--- src/rtl/fma_write_buffer_if.sv ---
// Bundle between the FMA result port, the line buffer and the memory buffer-input port.
// The buffer drives the slave side; the FMA array and memory together form the master side.
interface fma_write_buffer_if #(
  parameter int FMA_COUNT  = 2,
  parameter int WORD_WIDTH = 16,
  parameter int SLOTS      = 3,
  parameter int LINE_WIDTH = SLOTS * FMA_COUNT * WORD_WIDTH
);
  logic [FMA_COUNT*WORD_WIDTH-1:0] fma_c_in;
  logic                            fma_valid_in;
  logic                            flush_in;
  logic                            line_ack_in;
  logic [LINE_WIDTH-1:0]           line_out;
  logic                            line_valid_out;
  logic [1:0]                      fill_count_out;
  logic                            overflow_out;
  logic                            idle_out;

  modport master (
    output fma_c_in, fma_valid_in, flush_in, line_ack_in,
    input  line_out, line_valid_out, fill_count_out, overflow_out, idle_out
  );

  modport slave (
    input  fma_c_in, fma_valid_in, flush_in, line_ack_in,
    output line_out, line_valid_out, fill_count_out, overflow_out, idle_out
  );
endinterface

--- src/rtl/fma_write_buffer.sv ---
// Packs SLOTS consecutive FMA result sets into one memory line, double-buffered:
// a fill register accumulates while the out register holds the presented line.
module fma_write_buffer #(
  parameter int FMA_COUNT  = 2,
  parameter int WORD_WIDTH = 16,
  parameter int SLOTS      = 3,
  parameter int LINE_WIDTH = SLOTS * FMA_COUNT * WORD_WIDTH
) (
  input logic              clk_in,
  input logic              rst_in,
  fma_write_buffer_if.slave bus
);
  localparam int         SET_W   = FMA_COUNT * WORD_WIDTH;
  localparam logic [1:0] SLOTS_C = 2'(SLOTS);

  logic [LINE_WIDTH-1:0] fill_q, fill_d, out_q, out_d, fill_acc;
  logic [1:0]            cnt_q, cnt_d, cnt_acc;
  logic                  pend_q, pend_d;
  logic                  vld_q, vld_d;
  logic                  ovf_q, ovf_d;
  logic                  idle_q, idle_d;
  logic                  out_free, close;

  always_comb begin
    fill_d   = fill_q;
    cnt_d    = cnt_q;
    pend_d   = pend_q;
    out_d    = out_q;
    vld_d    = vld_q;
    ovf_d    = ovf_q;
    fill_acc = fill_q;
    cnt_acc  = cnt_q;
    close    = 1'b0;
    out_free = !vld_q || bus.line_ack_in;

    if (pend_q) begin
      // A pending fill blocks accepts; a set arriving on promotion seeds the fresh fill.
      if (out_free) begin
        out_d  = fill_q;
        vld_d  = 1'b1;
        fill_d = '0;
        cnt_d  = 2'd0;
        pend_d = 1'b0;
        if (bus.fma_valid_in) begin
          fill_d[SET_W-1:0] = bus.fma_c_in;
          cnt_d             = 2'd1;
        end
      end else if (bus.fma_valid_in) begin
        ovf_d = 1'b1;
      end
    end else begin
      if (bus.fma_valid_in) begin
        for (int k = 0; k < SLOTS; k++) begin
          if (cnt_q == 2'(k)) fill_acc[k*SET_W +: SET_W] = bus.fma_c_in;
        end
        cnt_acc = cnt_q + 2'd1;
      end
      close = (cnt_acc == SLOTS_C) || (bus.flush_in && cnt_acc != 2'd0);
      if (close && out_free) begin
        out_d  = fill_acc;
        vld_d  = 1'b1;
        fill_d = '0;
        cnt_d  = 2'd0;
        pend_d = 1'b0;
      end else begin
        fill_d = fill_acc;
        cnt_d  = cnt_acc;
        pend_d = close;
        if (bus.line_ack_in) vld_d = 1'b0;
      end
    end

    idle_d = (cnt_d == 2'd0) && !pend_d && !vld_d;
  end

  always_ff @(posedge clk_in) begin
    if (rst_in) begin
      fill_q <= '0;
      cnt_q  <= 2'd0;
      pend_q <= 1'b0;
      out_q  <= '0;
      vld_q  <= 1'b0;
      ovf_q  <= 1'b0;
      idle_q <= 1'b1;
    end else begin
      fill_q <= fill_d;
      cnt_q  <= cnt_d;
      pend_q <= pend_d;
      out_q  <= out_d;
      vld_q  <= vld_d;
      ovf_q  <= ovf_d;
      idle_q <= idle_d;
    end
  end

  assign bus.line_out       = out_q;
  assign bus.line_valid_out = vld_q;
  assign bus.fill_count_out = cnt_q;
  assign bus.overflow_out   = ovf_q;
  assign bus.idle_out       = idle_q;
endmodule
--- src/flat_wrapper.sv ---
// flat-port wrapper written by rule: the top's interface ports become plain ports
module fma_write_buffer_flat 
#(
  parameter int FMA_COUNT  = 2,
  parameter int WORD_WIDTH = 16,
  parameter int SLOTS      = 3,
  parameter int LINE_WIDTH = SLOTS * FMA_COUNT * WORD_WIDTH
)
  (clk_in, rst_in, bus_fma_c_in, bus_fma_valid_in, bus_flush_in, bus_line_ack_in, bus_line_out, bus_line_valid_out, bus_fill_count_out, bus_overflow_out, bus_idle_out);
  fma_write_buffer_if #(.FMA_COUNT(FMA_COUNT), .WORD_WIDTH(WORD_WIDTH), .SLOTS(SLOTS), .LINE_WIDTH(LINE_WIDTH)) bus_i ();
  input logic clk_in;
  input logic rst_in;
  input wire logic [$bits(bus_i.fma_c_in)-1:0] bus_fma_c_in;
  input wire logic [$bits(bus_i.fma_valid_in)-1:0] bus_fma_valid_in;
  input wire logic [$bits(bus_i.flush_in)-1:0] bus_flush_in;
  input wire logic [$bits(bus_i.line_ack_in)-1:0] bus_line_ack_in;
  output wire logic [$bits(bus_i.line_out)-1:0] bus_line_out;
  output wire logic [$bits(bus_i.line_valid_out)-1:0] bus_line_valid_out;
  output wire logic [$bits(bus_i.fill_count_out)-1:0] bus_fill_count_out;
  output wire logic [$bits(bus_i.overflow_out)-1:0] bus_overflow_out;
  output wire logic [$bits(bus_i.idle_out)-1:0] bus_idle_out;
  assign bus_i.fma_c_in = bus_fma_c_in;
  assign bus_i.fma_valid_in = bus_fma_valid_in;
  assign bus_i.flush_in = bus_flush_in;
  assign bus_i.line_ack_in = bus_line_ack_in;
  assign bus_line_out = bus_i.line_out;
  assign bus_line_valid_out = bus_i.line_valid_out;
  assign bus_fill_count_out = bus_i.fill_count_out;
  assign bus_overflow_out = bus_i.overflow_out;
  assign bus_idle_out = bus_i.idle_out;
  fma_write_buffer #(.FMA_COUNT(FMA_COUNT), .WORD_WIDTH(WORD_WIDTH), .SLOTS(SLOTS), .LINE_WIDTH(LINE_WIDTH)) u_core (.clk_in(clk_in), .rst_in(rst_in), .bus(bus_i));
endmodule
--- config.mk ---
export PLATFORM = sky130hd
export DESIGN_NAME = fma_write_buffer_flat
export DESIGN_NICKNAME = d
export VERILOG_FILES = /design/src/rtl/fma_write_buffer_if.sv /design/src/rtl/fma_write_buffer.sv /design/src/flat_wrapper.sv
export SDC_FILE = /design/constraint.sdc
export NUM_CORES = 1
export LEC_CHECK = 0
export ABC_AREA = 0
export ABC_CLOCK_PERIOD_IN_PS = 6200
export BUFFER_PORTS_ARGS = -buffer_cell sky130_fd_sc_hd__buf_4
export CORE_AREA = 2 2 133 135
export DETAILED_ROUTE_END_ITERATION = 8
export DIE_AREA = 0 0 135 137
export GPL_TIMING_DRIVEN = 0
export PLACE_DENSITY = 0.74
export SLEW_MARGIN = 20
export SYNTH_ARGS = -nofsm -noshare
export SYNTH_HDL_FRONTEND = slang
export SYNTH_SLANG_ARGS = --single-unit
--- constraint.sdc ---
create_clock -name clk_in -period 6.2 [get_ports clk_in]
set_clock_uncertainty 0.2 [all_clocks]
set_input_delay 0.62 -clock clk_in [delete_from_list [all_inputs] [get_ports clk_in]]
set_output_delay 0.62 -clock clk_in [all_outputs]
set_load 0.1 [all_outputs]
; After elaboration in Yosys (flattened, before gate mapping)
; Index checks and enable logic that the tools add are counted.
; W data, S select, Z words.
[totals]
ff_bits = 198
inputBits = 37
output_inout_bits = 101
[classes]
addsub = 1
n_eq_ne = 4
muxes = 24
n_bitwise = 1
reduce_logical = 15
[op_table]
columns = op, n
row1 = $mux W96, 7
row2 = $mux W32, 4
row3 = $mux W2, 5
row4 = $mux W1, 8
row5 = $eq A2 B2 Y1 const B, 2
row6 = $logic_and A1 B1 Y1, 4
row7 = $logic_not A2 Y1, 2
row8 = $reduce_bool A2 Y1, 2
row9 = $logic_not A1 Y1, 3
row10 = $reduce_and A3 Y1, 1
row11 = $add A2 B1 Y2 const B, 1
row12 = $eq A2 B1 Y1 const B, 1
row13 = $logic_or A1 B1 Y1, 2
row14 = $ne A2 B2 Y1 const B, 1
row15 = $reduce_and A2 Y1, 1
row16 = $not A1 Y1, 1

; Depth between registers and ports, before layout
; Gate-level depths: netlist of run 1.
[depth]
word_depth = 12
depth_mapped = 9
mapped_depth_nobuf = 7

; Worst setup path after synthesis of run 1
; No wires, ideal clock.
[synth_timing]
kind = register to register
startpoint = reg u_core.cnt_q[0] (netlist: u_core.bus.fill_count_out[0])
endpoint = reg u_core.out_q[10] (netlist: u_core.bus.line_out[10])
setup_ps = 146
t_arrival_ps = 2718
path_slack_ps = 3136
path_stages_with_launch = 10
n_path_buf = 3
period_less_slack_ps = 3064
cell_sequence = dfxtp_1 -> inv_1 -> ha_1 -> o211a_1 -> o31a_1 -> buf_4 -> buf_6 -> buf_2 -> nor2_1 -> a211oi_2
[synth_via]
elab_chain_cells = 9
[synth_lines]
columns = item, line
row1 = "start, declared", fma_write_buffer.sv:17  ; logic [1:0] cnt_q, cnt_d, cnt_acc;
row2 = "start signal, assigned", fma_write_buffer.sv:87  ; cnt_q <= cnt_d;
row3 = $add A2 B1 Y2, fma_write_buffer.sv:56  ; cnt_acc = cnt_q + 2'd1;
row4 = $mux W2, fma_write_buffer.sv:52  ; if (bus.fma_valid_in) begin
row5 = $mux W2, fma_write_buffer.sv:36  ; if (pend_q) begin
row6 = $reduce_bool A2 Y1, fma_write_buffer.sv:58  ; close = (cnt_acc == SLOTS_C) || (bus.flush_in && cnt_acc != 2'd0);
row7 = $logic_and A1 B1 Y1, fma_write_buffer.sv:58
row8 = $logic_or A1 B1 Y1, fma_write_buffer.sv:58
row9 = $logic_and A1 B1 Y1, fma_write_buffer.sv:59  ; if (close && out_free) begin
row10 = $reduce_bool A2 Y1 (no line), --
row11 = $reduce_and A2 Y1 (no line), --
row12 = "end signal, assigned", fma_write_buffer.sv:89  ; out_q <= out_d;
row13 = "end, declared", fma_write_buffer.sv:16  ; logic [LINE_WIDTH-1:0] fill_q, fill_d, out_q, out_d, fill_acc;
; Parallel ways exist; a longest one is shown, timed or not. The select of a mux whose other input is x is not followed.
; A chain may end at the register's enable or synchronous reset.

; Worst setup path after layout of run 1
[layout_timing]
startpoint = reg u_core.cnt_q[0] (netlist: u_core.bus.fill_count_out[0])
endpoint = reg u_core.out_q[36] (netlist: u_core.bus.line_out[36])
; The elaborated chain is that of the path after synthesis.

==> results of run 1 <==
[layout by cell type (no fill, tap or decap)]
master / instances
sky130_fd_sc_hd__ha_1: 3
sky130_fd_sc_hd__a22oi_1: 59
sky130_fd_sc_hd__maj3_1: 1
sky130_fd_sc_hd__a21oi_1: 69
sky130_fd_sc_hd__nor4_1: 32
sky130_fd_sc_hd__clkbuf_8: 1
sky130_fd_sc_hd__o21ai_2: 1
sky130_fd_sc_hd__a211oi_2: 95
sky130_fd_sc_hd__and3_1: 2
sky130_fd_sc_hd__a2111oi_0: 1
sky130_fd_sc_hd__buf_1: 10
sky130_fd_sc_hd__buf_2: 14
sky130_fd_sc_hd__buf_4: 139
sky130_fd_sc_hd__nand3_1: 1
sky130_fd_sc_hd__clkinv_2: 6
sky130_fd_sc_hd__clkbuf_16: 17
sky130_fd_sc_hd__a211oi_1: 1
sky130_fd_sc_hd__inv_8: 1
sky130_fd_sc_hd__a31oi_1: 1
sky130_fd_sc_hd__buf_6: 12
sky130_fd_sc_hd__nor2_1: 196
sky130_fd_sc_hd__o21ai_0: 1
sky130_fd_sc_hd__a22o_1: 1
sky130_fd_sc_hd__nand2_1: 3
sky130_fd_sc_hd__mux2i_1: 97
sky130_fd_sc_hd__nor2b_1: 3
sky130_fd_sc_hd__nand2b_1: 3
sky130_fd_sc_hd__clkinv_4: 2
sky130_fd_sc_hd__clkbuf_1: 50
sky130_fd_sc_hd__o31a_1: 1
sky130_fd_sc_hd__a21oi_2: 1
sky130_fd_sc_hd__mux2_2: 32
sky130_fd_sc_hd__bufinv_16: 4
sky130_fd_sc_hd__o211a_1: 1
sky130_fd_sc_hd__nor3_1: 7
sky130_fd_sc_hd__inv_1: 3
sky130_fd_sc_hd__dfxtp_1: 198
[worst max-delay path by stage]
stage | startpoint | to | slack (ns) | cells past startpoint
final | u_core.bus.fill_count_out[0]$_SDFF_PP0_ | u_core.bus.line_out[36]$_SDFFE_PP0P_ | 3.55 | 9
after global routing | u_core.bus.fill_count_out[0]$_SDFF_PP0_ | u_core.bus.line_out[68]$_SDFFE_PP0P_ | 3.40 | 8
after CTS | u_core.bus.fill_count_out[0]$_SDFF_PP0_ | u_core.bus.line_out[36]$_SDFFE_PP0P_ | 3.57 | 9
after detailed placement | bus_flush_in | u_core.bus.line_out[77]$_SDFFE_PP0P_ | 3.54 | 8
after global placement | bus_line_ack_in | u_core.bus.idle_out$_SDFF_PP1_ | 3.58 | 6
after floorplan | u_core.bus.fill_count_out[0]$_SDFF_PP0_ | u_core.bus.line_out[10]$_SDFFE_PP0P_ | 3.14 | 9
[per-layer routing]
| layer | part of all wire, % | wire length (um) |
|---|---|---|
| met3 | 7.1 | 1760 |
| met2 | 48 | 11900 |
| met4 | 2.1 | 511 |
| met1 | 43 | 10700 |
| met5 | 0 | 0 |
[state kept, by name, summed over array words and instances, names as in the netlist]
name and count:
u_core.bus.idle_out 1, u_core.bus.line_valid_out 1, u_core.bus.fill_count_out 2, u_core.bus.overflow_out 1, u_core.fill_q 96, u_core.pend_q 1
u_core.bus.line_out 96
[per-stage QoR]
step | setup slack (ns) | hold WS [ns] | cells | power (mW) | area, um2
3_3_place_gp | 3.58 | 0.276 | 1262 | 2.83 | 10200
6_report | 3.55 | 0.271 | 1294 | 3.99 | 10800
5_1_grt | 3.40 | 0.243 | 1294 | 4.13 | 10800
2_1_floorplan | 3.14 | 0.265 | 900 | 2.53 | 8880
3_5_place_dp | 3.54 | 0.281 | 1262 | 2.84 | 10200
4_1_cts | 3.57 | 0.238 | 1294 | 4.00 | 10800
[worst reg2reg max path: cells and delay by family (launching register included)]
family	cells	cell delay (ns)
adder cells (fa/ha/maj)	1	0.35
buffers and inverters	4	0.68
flip-flops	1	0.48
AND/OR/NAND/NOR	1	0.16
AO/OA/AOI/OAI	3	0.63
[power by group]
part | total (mW) | internal (mW) | switching (mW)
registers | 1.46 | 1.39 | 0.0704
clock network | 1.18 | 0.686 | 0.490
logic | 1.36 | 0.343 | 1.02
total | 3.99 | 2.41 | 1.58
[area by class of cell]
cell class | instances | area, um2
Timing Repair Buffer | 137 | 1030
Sequential cell | 198 | 3960
Clock inverter | 13 | 179
Tap cell | 225 | 282
Buffer | 87 | 442
Inverter | 3 | 11.3
Multi-Input combinational cell | 612 | 4470
Clock buffer | 19 | 443
Fill cell | 1456 | 6240
[cell families after synthesis]
logic type                 count (synthesis)  synth area share (%)
and+or+nand+nor                          247                  11.7
AOI/OAI and AO/OA                        232                  23.1
DFF                                      198                  44.6
muxes                                    129                  15.0
buffers and inverters                     90                  5.10
adders and majority gates                  4                 0.535
==> flow_summary.rst, run 1 <==
.. list-table::
   :header-rows: 1

   * - Metric
     - Value
   * - Worst path max stage delay
     - 0.48 ns
   * - Overall global routing resource usage
     - a little over a quarter
   * - Routing usage on met3
     - between 5 and 6%
   * - Count of endpoints failing setup in the final report
     - 0
   * - Height of the chip
     - 137 um
   * - Die Area
     - about 18,000 um2
   * - Hold Path Class
     - input pin to flip-flop
   * - First-pass GRT wire length
     - roughly 38 mm
   * - # hold bufs at CTS
     - 0
   * - Highest Clock Rate
     - 377 MHz
   * - Number of buffers inserted to repair setup after CTS
     - 0
   * - Utilization after layout
     - 63.4%
   * - Pin count of the biggest net entering global routing
     - 17
   * - Count of cells along the worst register-to-register path
     - 9
   * - Grt met1 use
     - 35.7%
   * - Critical Path AT
     - ~2.7 ns
   * - Mapped Nets
     - 940
   * - Max-slew violation count
     - 0
   * - Worst reg2reg startpoint
     - u_core.bus.fill_count_out[0]$_SDFF_PP0_
   * - # port buffers
     - about 140
   * - Mapped cell area
     - 8880 um2
   * - Type of destination of the critical path
     - flip-flop
   * - Cell type with the largest total area after synthesis
     - sky130_fd_sc_hd__dfxtp_1
   * - CTS tree
     - done
   * - Final period demand of the worst path
     - roughly 2.7 ns
   * - Most instantiated cells after synthesis
     - 198 x sky130_fd_sc_hd__dfxtp_1, 196 x sky130_fd_sc_hd__nor2_1, 97 x sky130_fd_sc_hd__mux2i_1
   * - Clock sink count
     - 198
   * - Slowest cell on crit path
     - sky130_fd_sc_hd__dfxtp_1
   * - Crit Path Category
     - flip-flop to flip-flop
   * - Global Route met2 Usage
     - 44.0%
   * - Number of storage elements in the synthesis netlist
     - 198
   * - Antenna-violating nets left
     - 0
   * - Synthesis-to-finish area growth
     - 21.7%
   * - CTS-repair resized insts
     - 0
   * - Via count of the first global-routing pass
     - 7,057
   * - TritonCTS buffer count
     - 17
   * - N_diodes
     - 0
   * - Dominant register cell in the synthesized netlist
     - sky130_fd_sc_hd__dfxtp_1
   * - Endpoint with the worst hold slack
     - u_core.bus.fill_count_out[0]$_SDFF_PP0_
   * - Setup crit start kind
     - flip-flop
   * - Setup repair after global routing missed its margin
     - no
   * - Maximum buffer depth of the clock tree
     - 2
   * - Initial standard-cell utilization of the core
     - 52.1%
   * - Static leakage
     - 4.14 nW
   * - Die width
     - 135 um
   * - Hold Fails Final Rpt
     - 0
   * - Clock latency on the worst-skew pair
     - 0.43 ns
   * - Fraction of synthesis flops using an asynchronous set or reset pin
     - 0%
   * - DRC violations left
     - 0
   * - Final total negative setup slack
     - 0 ns
   * - Worst reg2reg endpoint
     - u_core.bus.line_out[36]$_SDFFE_PP0P_
   * - Peak-usage layer in the global routing report
     - met2
   * - Wire length after detailed routing
     - 24.8 mm
   * - Remaining Overflow, GRT
     - 0
   * - Number of warnings issued by yosys
     - 0
   * - Initial DRC Count
     - 626
   * - Mean instance size in the synthesized netlist
     - about 9.9 um2
   * - Proportion of layout cells with a drive suffix above 1
     - around 30%
   * - Number of flops mapped to enable cells by yosys
     - 0
   * - Worst Hold Depth
     - 2
   * - Core ar.
     - 17,100 um2
   * - Total power divided by cell area
     - 369 nW/um2
   * - Bufs and invs on worst path
     - 4
   * - Register area share after synthesis
     - 44.6%
   * - Detailed-route wire length per cell
     - 19.2 um
   * - Number of antenna violations at the first check in global routing
     - 0
   * - Top area cells in the synthesized netlist
     - sky130_fd_sc_hd__dfxtp_1 45%, sky130_fd_sc_hd__a211oi_2 13%, sky130_fd_sc_hd__mux2i_1 11%
   * - Critical path cell sequence
     - inv_1 -> ha_1 -> o211a_1 -> o31a_1 -> buf_4 -> buf_6 -> buf_2 -> nor2_1 -> a211oi_2
   * - Cell count after synthesis
     - 900
   * - Kind of cell adding the most delay to the critical path
     - buffers and inverters
   * - Hold wc startpoint
     - rst_in
   * - Master cell of the clock root buffer
     - sky130_fd_sc_hd__clkbuf_16
   * - Run status
     - finished clean
   * - Clock input transition at the sequential cells of the worst setup and hold paths
     - 0.07 ns
   * - Via density
     - around 5.8
   * - Synth cell types
     - 31
   * - Period utilisation layout
     - 42.8%
   * - Proportion of netlist area held by the largest area contributor
     - 44.6%
   * - Number of core rows
     - 48
   * - Worst VDD drop
     - 0.000232 V
   * - Num ports
     - about 140
   * - Worst slew pin tran
     - 0.874 ns
   * - Relative slew margins
     - 41.7%
   * - CTS H-Tree Depth
     - 4
   * - WP data required
     - 6.28 ns
   * - Net count, final
     - 1,096
   * - TritonRoute pass-1 iters
     - 5
   * - Cell with the most instances after synthesis
     - sky130_fd_sc_hd__dfxtp_1
   * - Number of maximum-capacitance constraint violations
     - 0
   * - Register-to-register path setup slack
     - 3.55 ns
   * - Critical Path Fanout Max
     - 10
   * - Via count
     - 7,566
   * - Placer Congestion
     - 0.878
   * - HPWL after detailed placement
     - 17.4 mm
No activity file was read; power rests on OpenSTA's default activity.
==> run 2: changes to the inputs <==
--- a/config.mk
+++ b/config.mk
@@ -5,12 +5,12 @@
 export SDC_FILE = /design/constraint.sdc
 export NUM_CORES = 1
 export LEC_CHECK = 0
-export ABC_AREA = 0
-export ABC_CLOCK_PERIOD_IN_PS = 6200
+export ABC_AREA = 1
+export ABC_CLOCK_PERIOD_IN_PS = 2500
 export BUFFER_PORTS_ARGS = -buffer_cell sky130_fd_sc_hd__buf_4
-export CORE_AREA = 2 2 133 135
+export CORE_AREA = 2 2 136 138
 export DETAILED_ROUTE_END_ITERATION = 8
-export DIE_AREA = 0 0 135 137
+export DIE_AREA = 0 0 138 140
 export GPL_TIMING_DRIVEN = 0
 export PLACE_DENSITY = 0.74
 export SLEW_MARGIN = 20
==> constraint.sdc (replaced) <==
create_clock -name clk_in -period 2.5 [get_ports clk_in]
set_clock_uncertainty 0.2 [all_clocks]
set_input_delay 0.25 -clock clk_in [delete_from_list [all_inputs] [get_ports clk_in]]
set_output_delay 0.25 -clock clk_in [all_outputs]
set_load 0.1 [all_outputs]
==> flow_summary.rst, run 2 <==
.. list-table::
   :header-rows: 1

   * - Metric
     - Value
   * - Fraction of synthesis flops using an asynchronous set or reset pin
     - 0% (unchanged)
   * - Dominant register cell in the synthesized netlist
     - sky130_fd_sc_hd__dfxtp_1 (unchanged)
   * - Crit Path Category
     - flip-flop to flip-flop (unchanged)
   * - Most instantiated cells after synthesis
     - 427 x sky130_fd_sc_hd__nor2_1, 307 x sky130_fd_sc_hd__nand2_1, 225 x sky130_fd_sc_hd__o21ai_0 (was 198 x sky130_fd_sc_hd__dfxtp_1, 196 x sky130_fd_sc_hd__nor2_1, 97 x sky130_fd_sc_hd__mux2i_1)
   * - Number of core rows
     - 49 (was 48)
   * - Number of warnings issued by yosys
     - 0 (unchanged)
   * - Initial DRC Count
     - 844 (was 626)
   * - Type of destination of the critical path
     - flip-flop (unchanged)
   * - Period utilisation layout
     - 94.1% (was 42.8%)
   * - Proportion of netlist area held by the largest area contributor
     - 42.3% (was 44.6%)
   * - Count of fill cells added during filler insertion
     - 1,660 (was 1,456)
   * - Total power
     - 10.2 mW (was 3.99 mW)
   * - Number of buffers inserted to repair setup after CTS
     - 0 (unchanged)
   * - Pin count of the biggest net entering global routing
     - 19 (was 17)
   * - Proportion of layout cells with a drive suffix above 1
     - 14.2% (was 30.4%)
   * - Highest Clock Rate
     - 425 MHz (was 377 MHz)
   * - WP data required
     - 2.62 ns (was 6.28 ns)
   * - Mean instance size in the synthesized netlist
     - 6.39 um2 (was 9.87 um2)
   * - Worst VDD drop
     - 0.000639 V (was 0.000232 V)
   * - Cell count after synthesis
     - 1,466 (was 900)
   * - Routed metal-1 wirelength
     - 12.4 mm (was 10.7 mm)
   * - Mapped cell area
     - 9370 um2 (was 8880 um2)
   * - Clock sink count
     - 198 (unchanged)
   * - Placed Area
     - 10,700 um2 (was 10,200 um2)
   * - Cell type with the largest total area after synthesis
     - sky130_fd_sc_hd__dfxtp_1 (unchanged)
   * - Final Instance Area
     - 11,600 um2 (was 10,800 um2)
   * - Cell with the most instances after synthesis
     - sky130_fd_sc_hd__nor2_1 (was sky130_fd_sc_hd__dfxtp_1)
   * - Final period demand of the worst path
     - 2.35 ns (was 2.65 ns)
   * - DRC violations left
     - 0 (unchanged)
   * - Initial standard-cell utilization of the core
     - 52.7% (was 52.1%)
   * - Clock input transition at the sequential cells of the worst setup and hold paths
     - 0.07 ns (about the same)
   * - Clock latency on the worst-skew pair
     - 0.44 ns (was 0.43 ns)
   * - Die width
     - 138 um (was 135 um)
   * - Via density
     - 5.25 (was 5.85)
   * - Net count, final
     - 1,687 (was 1,096)
   * - Final Hold Slack
     - 0.0127 ns (was 0.271 ns)
   * - Antenna-violating nets left
     - 0 (unchanged)
   * - Register-to-register path setup slack
     - 0.15 ns (was 3.55 ns)
   * - Total power divided by cell area
     - 886 nW/um2 (was 369 nW/um2)
   * - Final total negative setup slack
     - 0 ns (unchanged)
   * - TritonCTS buffer count
     - 17 (unchanged)
   * - Top library cells by usage in the layout, fill and taps aside
     - 427 x sky130_fd_sc_hd__nor2_1, 307 x sky130_fd_sc_hd__nand2_1, 220 x sky130_fd_sc_hd__o21ai_0 (was 198 x sky130_fd_sc_hd__dfxtp_1, 196 x sky130_fd_sc_hd__nor2_1, 139 x sky130_fd_sc_hd__buf_4)
   * - Register area share after synthesis
     - 42.3% (was 44.6%)
   * - Placed cells
     - 1,831 (was 1,262)
   * - Number of storage elements in the synthesis netlist
     - 198 (unchanged)
   * - Critical Path AT
     - 2.48 ns (was 2.74 ns)
   * - Final worst setup slack
     - 0.148 ns (was 3.55 ns)
   * - Synth cell types
     - 23 (was 31)
   * - Synthesis-to-finish area growth
     - 23.3% (was 21.7%)
   * - Run status
     - finished clean (unchanged)
   * - Maximum buffer depth of the clock tree
     - 2 (unchanged)
   * - Via count
     - 9,915 (was 7,566)
   * - TritonRoute pass-1 iters
     - 6 (was 5)
   * - Hold Path Class
     - input pin to flip-flop (unchanged)
   * - Utilization after layout
     - 65.0% (was 63.4%)
   * - Top area cells in the synthesized netlist
     - sky130_fd_sc_hd__dfxtp_1 42%, sky130_fd_sc_hd__nor2_1 17%, sky130_fd_sc_hd__nand2_1 12% (was sky130_fd_sc_hd__dfxtp_1 45%, sky130_fd_sc_hd__a211oi_2 13%, sky130_fd_sc_hd__mux2i_1 11%)
   * - Number of antenna violations at the first check in global routing
     - 0 (unchanged)
   * - Remaining Overflow, GRT
     - 0 (unchanged)
   * - Max-slew violation count
     - 0 (unchanged)
   * - HPWL after detailed placement
     - 20.1 mm (was 17.4 mm)
   * - Highest metal layer with signal wires
     - met4 (unchanged)
   * - Detailed-routed wire length on met3
     - 2.05 mm (was 1.76 mm)
   * - CTS H-Tree Depth
     - 4 (unchanged)
   * - Post-Place Worst Slack
     - 0.191 ns (was 3.54 ns)
   * - First-pass GRT wire length
     - 44.3 mm (was 38.3 mm)
   * - Post-route insts no fill
     - 1,889 (was 1,294)
   * - CTS tree
     - done (unchanged)
   * - Critical Path Fanout Max
     - 10 (unchanged)
   * - Leading cell type in the layout, fill and taps excluded
     - sky130_fd_sc_hd__nor2_1 (was sky130_fd_sc_hd__dfxtp_1)
   * - Hold Fails Final Rpt
     - 0 (unchanged)
   * - Wire length after detailed routing
     - 28.0 mm (was 24.8 mm)
   * - Setup repair after global routing missed its margin
     - no (unchanged)
   * - Static leakage
     - 5.44 nW (was 4.14 nW)
   * - Detailed-route wire length per cell
     - 14.8 um (was 19.2 um)
   * - Num ports
     - 138 (unchanged)
   * - Overall global routing resource usage
     - 28.1% (was 26.8%)
   * - Height of the chip
     - 140 um (was 137 um)
   * - Relative slew margins
     - 61.4% (was 41.7%)
   * - Routed met2 length
     - 13.0 mm (was 11.9 mm)
   * - Placer Congestion
     - 0.885 (was 0.878)
   * - Die Area
     - 19,300 um2 (was 18,500 um2)
   * - # port buffers
     - 136 (was 137)
   * - Via count of the first global-routing pass
     - 8,724 (was 7,057)
   * - Worst slew pin tran
     - 0.579 ns (was 0.874 ns)
   * - Number of flops mapped to enable cells by yosys
     - 0 (unchanged)
   * - N_diodes
     - 0 (unchanged)
   * - Master cell of the clock root buffer
     - sky130_fd_sc_hd__clkbuf_16 (unchanged)
   * - Mapped Nets
     - 1,506 (was 940)
   * - Core ar.
     - 17,800 um2 (was 17,100 um2)
   * - Setup crit start kind
     - flip-flop (unchanged)
   * - Number of maximum-capacitance constraint violations
     - 0 (unchanged)
   * - Count of endpoints failing setup in the final report
     - 0 (unchanged)
[run 2: cells by family after synthesis]
| group | count (synthesis) | share of synthesized area, % |
|---|---|---|
| AND/OR/NAND/NOR | 784 | 32.3 |
| adder cells (fa/ha/maj) | 3 | 0.400 |
| AO/OA/AOI/OAI | 321 | 17.2 |
| flip-flops | 198 | 42.3 |
| buffers and inverters | 160 | 7.78 |
[run 2: final cells by class]
class | count | area (um2) | area share (%)
Tap cell | 229 | 287 | 2.48
Sequential cell | 198 | 3970 | 34.3
Timing Repair Buffer | 162 | 1280 | 11.1
Multi-Input combinational cell | 1108 | 4690 | 40.6
Clock inverter | 14 | 164 | 1.42
Inverter | 62 | 235 | 2.03
Buffer | 98 | 495 | 4.29
Clock buffer | 18 | 439 | 3.80
[run 2: timing repair]
action,CTS,global route
endpoints found under the setup margin,0,8
hold endpoints to repair,30,0
hold buffers,26,0
resized for setup,0,10
[run 2: critical path, cell delays in order, from the launching register on]
cell                      delay, ns
sky130_fd_sc_hd__dfxtp_4       0.39
sky130_fd_sc_hd__inv_1         0.09
sky130_fd_sc_hd__ha_1          0.20
sky130_fd_sc_hd__nand2_1       0.32
sky130_fd_sc_hd__buf_2         0.32
sky130_fd_sc_hd__nand2_1       0.10
sky130_fd_sc_hd__nand2_1       0.07
sky130_fd_sc_hd__o21ai_0       0.14
sky130_fd_sc_hd__o21ai_0       0.33
sky130_fd_sc_hd__nor2_1        0.07
[run 2: metal layers]
| layer | vias to the layer above | global-route usage, % |
|---|---|---|
| li1 | 5026 | - |
| met1 | 4461 | 38.1 |
| met2 | 378 | 46.0 |
| met3 | 50 | 4.10 |
| met4 | 0 | 9.67 |
| met5 | - | 0 |
[run 2: final timing paths]
check | startpoint | end | cells past startpoint
setup / recovery | u_core.bus.fill_count_out[0]$_SDFF_PP0_ | u_core.bus.line_out[0]$_SDFFE_PP0P_ | 9
hold / removal | bus_fma_c_in[16] | u_core.fill_q[16]$_SDFFE_PP0P_ | 3
setup reg to reg | u_core.bus.fill_count_out[0]$_SDFF_PP0_ | u_core.bus.line_out[0]$_SDFFE_PP0P_ | 9
hold reg to reg | u_core.bus.line_out[31]$_SDFFE_PP0P_ | u_core.bus.line_out[31]$_SDFFE_PP0P_ | 2
[run 2: where the power goes]
part | total (mW) | switching (mW) | leakage (nW) | internal, mW
Clock | 2.85 | 1.32 | 0.292 | 1.53
Sequential | 3.64 | 0.167 | 1.62 | 3.47
Combinational | 3.76 | 2.90 | 3.52 | 0.860
==> run 3: changes to the inputs <==
--- a/config.mk
+++ b/config.mk
@@ -9,6 +9,7 @@
 export ABC_CLOCK_PERIOD_IN_PS = 2500
 export BUFFER_PORTS_ARGS = -buffer_cell sky130_fd_sc_hd__buf_4
 export CORE_AREA = 2 2 136 138
+export CTS_BUF_LIST = sky130_fd_sc_hd__clkbuf_16
 export DETAILED_ROUTE_END_ITERATION = 8
 export DIE_AREA = 0 0 138 140
 export GPL_TIMING_DRIVEN = 0
==> flow_summary.rst, run 3 (synthesis results as in run 2) <==
.. list-table::
   :header-rows: 1

   * - Metric
     - Value
   * - Detailed-route wire length per cell
     - 14.8 um (about the same)
   * - Wire length after detailed routing
     - 28.0 mm (about the same)
   * - Max-slew violation count
     - 0 (unchanged)
   * - Crit Path Category
     - flip-flop to flip-flop (unchanged)
   * - Post-route insts no fill
     - 1,889 (unchanged)
   * - Relative slew margins
     - 61.8% (was 61.4%)
   * - Total power
     - 10.2 mW (about the same)
   * - Static leakage
     - 5.43 nW (was 5.44 nW)
   * - Master cell of the clock root buffer
     - sky130_fd_sc_hd__clkbuf_16 (unchanged)
   * - Leading cell type in the layout, fill and taps excluded
     - sky130_fd_sc_hd__nor2_1 (unchanged)
   * - Core ar.
     - 17,800 um2 (unchanged)
   * - TritonCTS buffer count
     - 17 (unchanged)
   * - Initial standard-cell utilization of the core
     - 52.7% (unchanged)
   * - Hold Path Class
     - input pin to flip-flop (unchanged)
   * - TritonRoute pass-1 iters
     - 5 (was 6)
   * - Worst Hold Depth
     - 3 (unchanged)
   * - Post-Place Worst Slack
     - 0.191 ns (unchanged)
   * - Number of antenna violations at the first check in global routing
     - 0 (unchanged)
   * - Maximum buffer depth of the clock tree
     - 2 (unchanged)
   * - Placed Area
     - 10,700 um2 (unchanged)
   * - Number of maximum-capacitance constraint violations
     - 0 (unchanged)
   * - Register-to-register path setup slack
     - 0.15 ns (about the same)
   * - Initial DRC Count
     - 855 (was 844)
   * - Pin count of the biggest net entering global routing
     - 19 (unchanged)
   * - Net count, final
     - 1,687 (unchanged)
   * - Clock latency on the worst-skew pair
     - 0.44 ns (about the same)
   * - Worst VDD drop
     - 0.000641 V (was 0.000639 V)
   * - DRC violations left
     - 0 (unchanged)
   * - Clock input transition at the sequential cells of the worst setup and hold paths
     - 0.07 ns (about the same)
   * - Antenna-violating nets left
     - 0 (unchanged)
   * - # port buffers
     - 136 (unchanged)
   * - Final worst setup slack
     - 0.150 ns (was 0.148 ns)
   * - Utilization after layout
     - 65.0% (about the same)
   * - Run status
     - finished clean (unchanged)
   * - N_diodes
     - 0 (unchanged)
   * - Via count of the first global-routing pass
     - 8,713 (was 8,724)
   * - Proportion of layout cells with a drive suffix above 1
     - 14.1% (was 14.2%)
   * - Num ports
     - 138 (unchanged)
   * - Count of cells along the worst register-to-register path
     - 9 (unchanged)
   * - Top library cells by usage in the layout, fill and taps aside
     - 427 x sky130_fd_sc_hd__nor2_1, 307 x sky130_fd_sc_hd__nand2_1, 220 x sky130_fd_sc_hd__o21ai_0 (unchanged)
   * - Placed cells
     - 1,831 (unchanged)
   * - Die width
     - 138 um (unchanged)
   * - Period utilisation layout
     - 94.0% (was 94.1%)
   * - Overall global routing resource usage
     - 28.0% (was 28.1%)
   * - Number of core rows
     - 49 (unchanged)
   * - Via density
     - 5.27 (was 5.25)
   * - Final Hold Slack
     - 0.00499 ns (was 0.0127 ns)
   * - Critical Path AT
     - 2.48 ns (about the same)
   * - Count of endpoints failing setup in the final report
     - 0 (unchanged)
   * - Final period demand of the worst path
     - 2.35 ns (about the same)
   * - CTS tree
     - done (unchanged)
   * - Remaining Overflow, GRT
     - 0 (unchanged)
   * - Clock sink count
     - 198 (unchanged)
   * - Hold Fails Final Rpt
     - 0 (unchanged)
   * - WP data required
     - 2.63 ns (was 2.62 ns)
   * - Die Area
     - 19,300 um2 (unchanged)
   * - Highest Clock Rate
     - 426 MHz (was 425 MHz)
   * - Type of destination of the critical path
     - flip-flop (unchanged)
   * - Height of the chip
     - 140 um (unchanged)
   * - Worst slew pin tran
     - 0.573 ns (was 0.579 ns)
   * - Count of fill cells added during filler insertion
     - 1,667 (was 1,660)
   * - First-pass GRT wire length
     - 44.2 mm (was 44.3 mm)
   * - HPWL after detailed placement
     - 20.1 mm (unchanged)
   * - Critical Path Fanout Max
     - 10 (unchanged)
   * - Setup crit start kind
     - flip-flop (unchanged)
   * - CTS H-Tree Depth
     - 4 (unchanged)
   * - Total power divided by cell area
     - 884 nW/um2 (was 886 nW/um2)
   * - Final total negative setup slack
     - 0 ns (unchanged)
   * - Setup repair after global routing missed its margin
     - no (unchanged)
   * - Via count
     - 9,958 (was 9,915)
   * - Synthesis-to-finish area growth
     - 23.2% (was 23.3%)
   * - Placer Congestion
     - 0.885 (unchanged)
   * - Final Instance Area
     - 11,600 um2 (about the same)
## run 3: report_power, final
| group | internal [mW] | switching [mW] | leakage, nW |
|---|---|---|---|
| registers | 3.47 | 0.167 | 1.62 |
| logic | 0.860 | 2.89 | 3.52 |
| clock network | 1.50 | 1.32 | 0.286 |
| total | 5.83 | 4.38 | 5.43 |
## run 3: final timing paths
kind                                           start                              endpoint
max          u_core.bus.fill_count_out[0]$_SDFF_PP0_   u_core.bus.line_out[0]$_SDFFE_PP0P_
max reg2reg  u_core.bus.fill_count_out[0]$_SDFF_PP0_   u_core.bus.line_out[0]$_SDFFE_PP0P_
min reg2reg     u_core.bus.line_out[31]$_SDFFE_PP0P_  u_core.bus.line_out[31]$_SDFFE_PP0P_
min                                 bus_fma_c_in[16]        u_core.fill_q[16]$_SDFFE_PP0P_
## run 3: timing repair
item                                    4_1_cts  5_1_grt
resized for setup                             0       10
endpoints found under the setup margin        0        8
setup buffers                                 0        0
endpoints found under the hold margin        30        0
hold buffers                                 26        0
## run 3: layout make-up
class / instances / area [um2] / share of cell area, %
Sequential cell: 198 / 3970 / 34.4
Inverter: 62 / 235 / 2.04
Clock inverter: 15 / 168 / 1.45
Timing Repair Buffer: 162 / 1280 / 11.1
Buffer: 98 / 495 / 4.29
Multi-Input combinational cell: 1108 / 4690 / 40.6
Clock buffer: 17 / 425 / 3.68
Tap cell: 229 / 287 / 2.48
## run 3: layer usage
| metal | wire [um] | GRT usage (%) |
|---|---|---|
| met1 | 12200 | 38.1 |
| met2 | 13000 | 45.9 |
| met3 | 2270 | 4.10 |
| met4 | 562 | 9.67 |
| met5 | 0 | 0 |
## run 3: worst max-delay path, stage by stage (launching register included)
cell and delay, ns:
sky130_fd_sc_hd__dfxtp_4 0.39, sky130_fd_sc_hd__inv_1 0.09, sky130_fd_sc_hd__ha_1 0.20, sky130_fd_sc_hd__nand2_1 0.31
sky130_fd_sc_hd__buf_2 0.32, sky130_fd_sc_hd__nand2_1 0.11, sky130_fd_sc_hd__nand2_1 0.07, sky130_fd_sc_hd__o21ai_0 0.14
sky130_fd_sc_hd__o21ai_0 0.33, sky130_fd_sc_hd__nor2_1 0.07
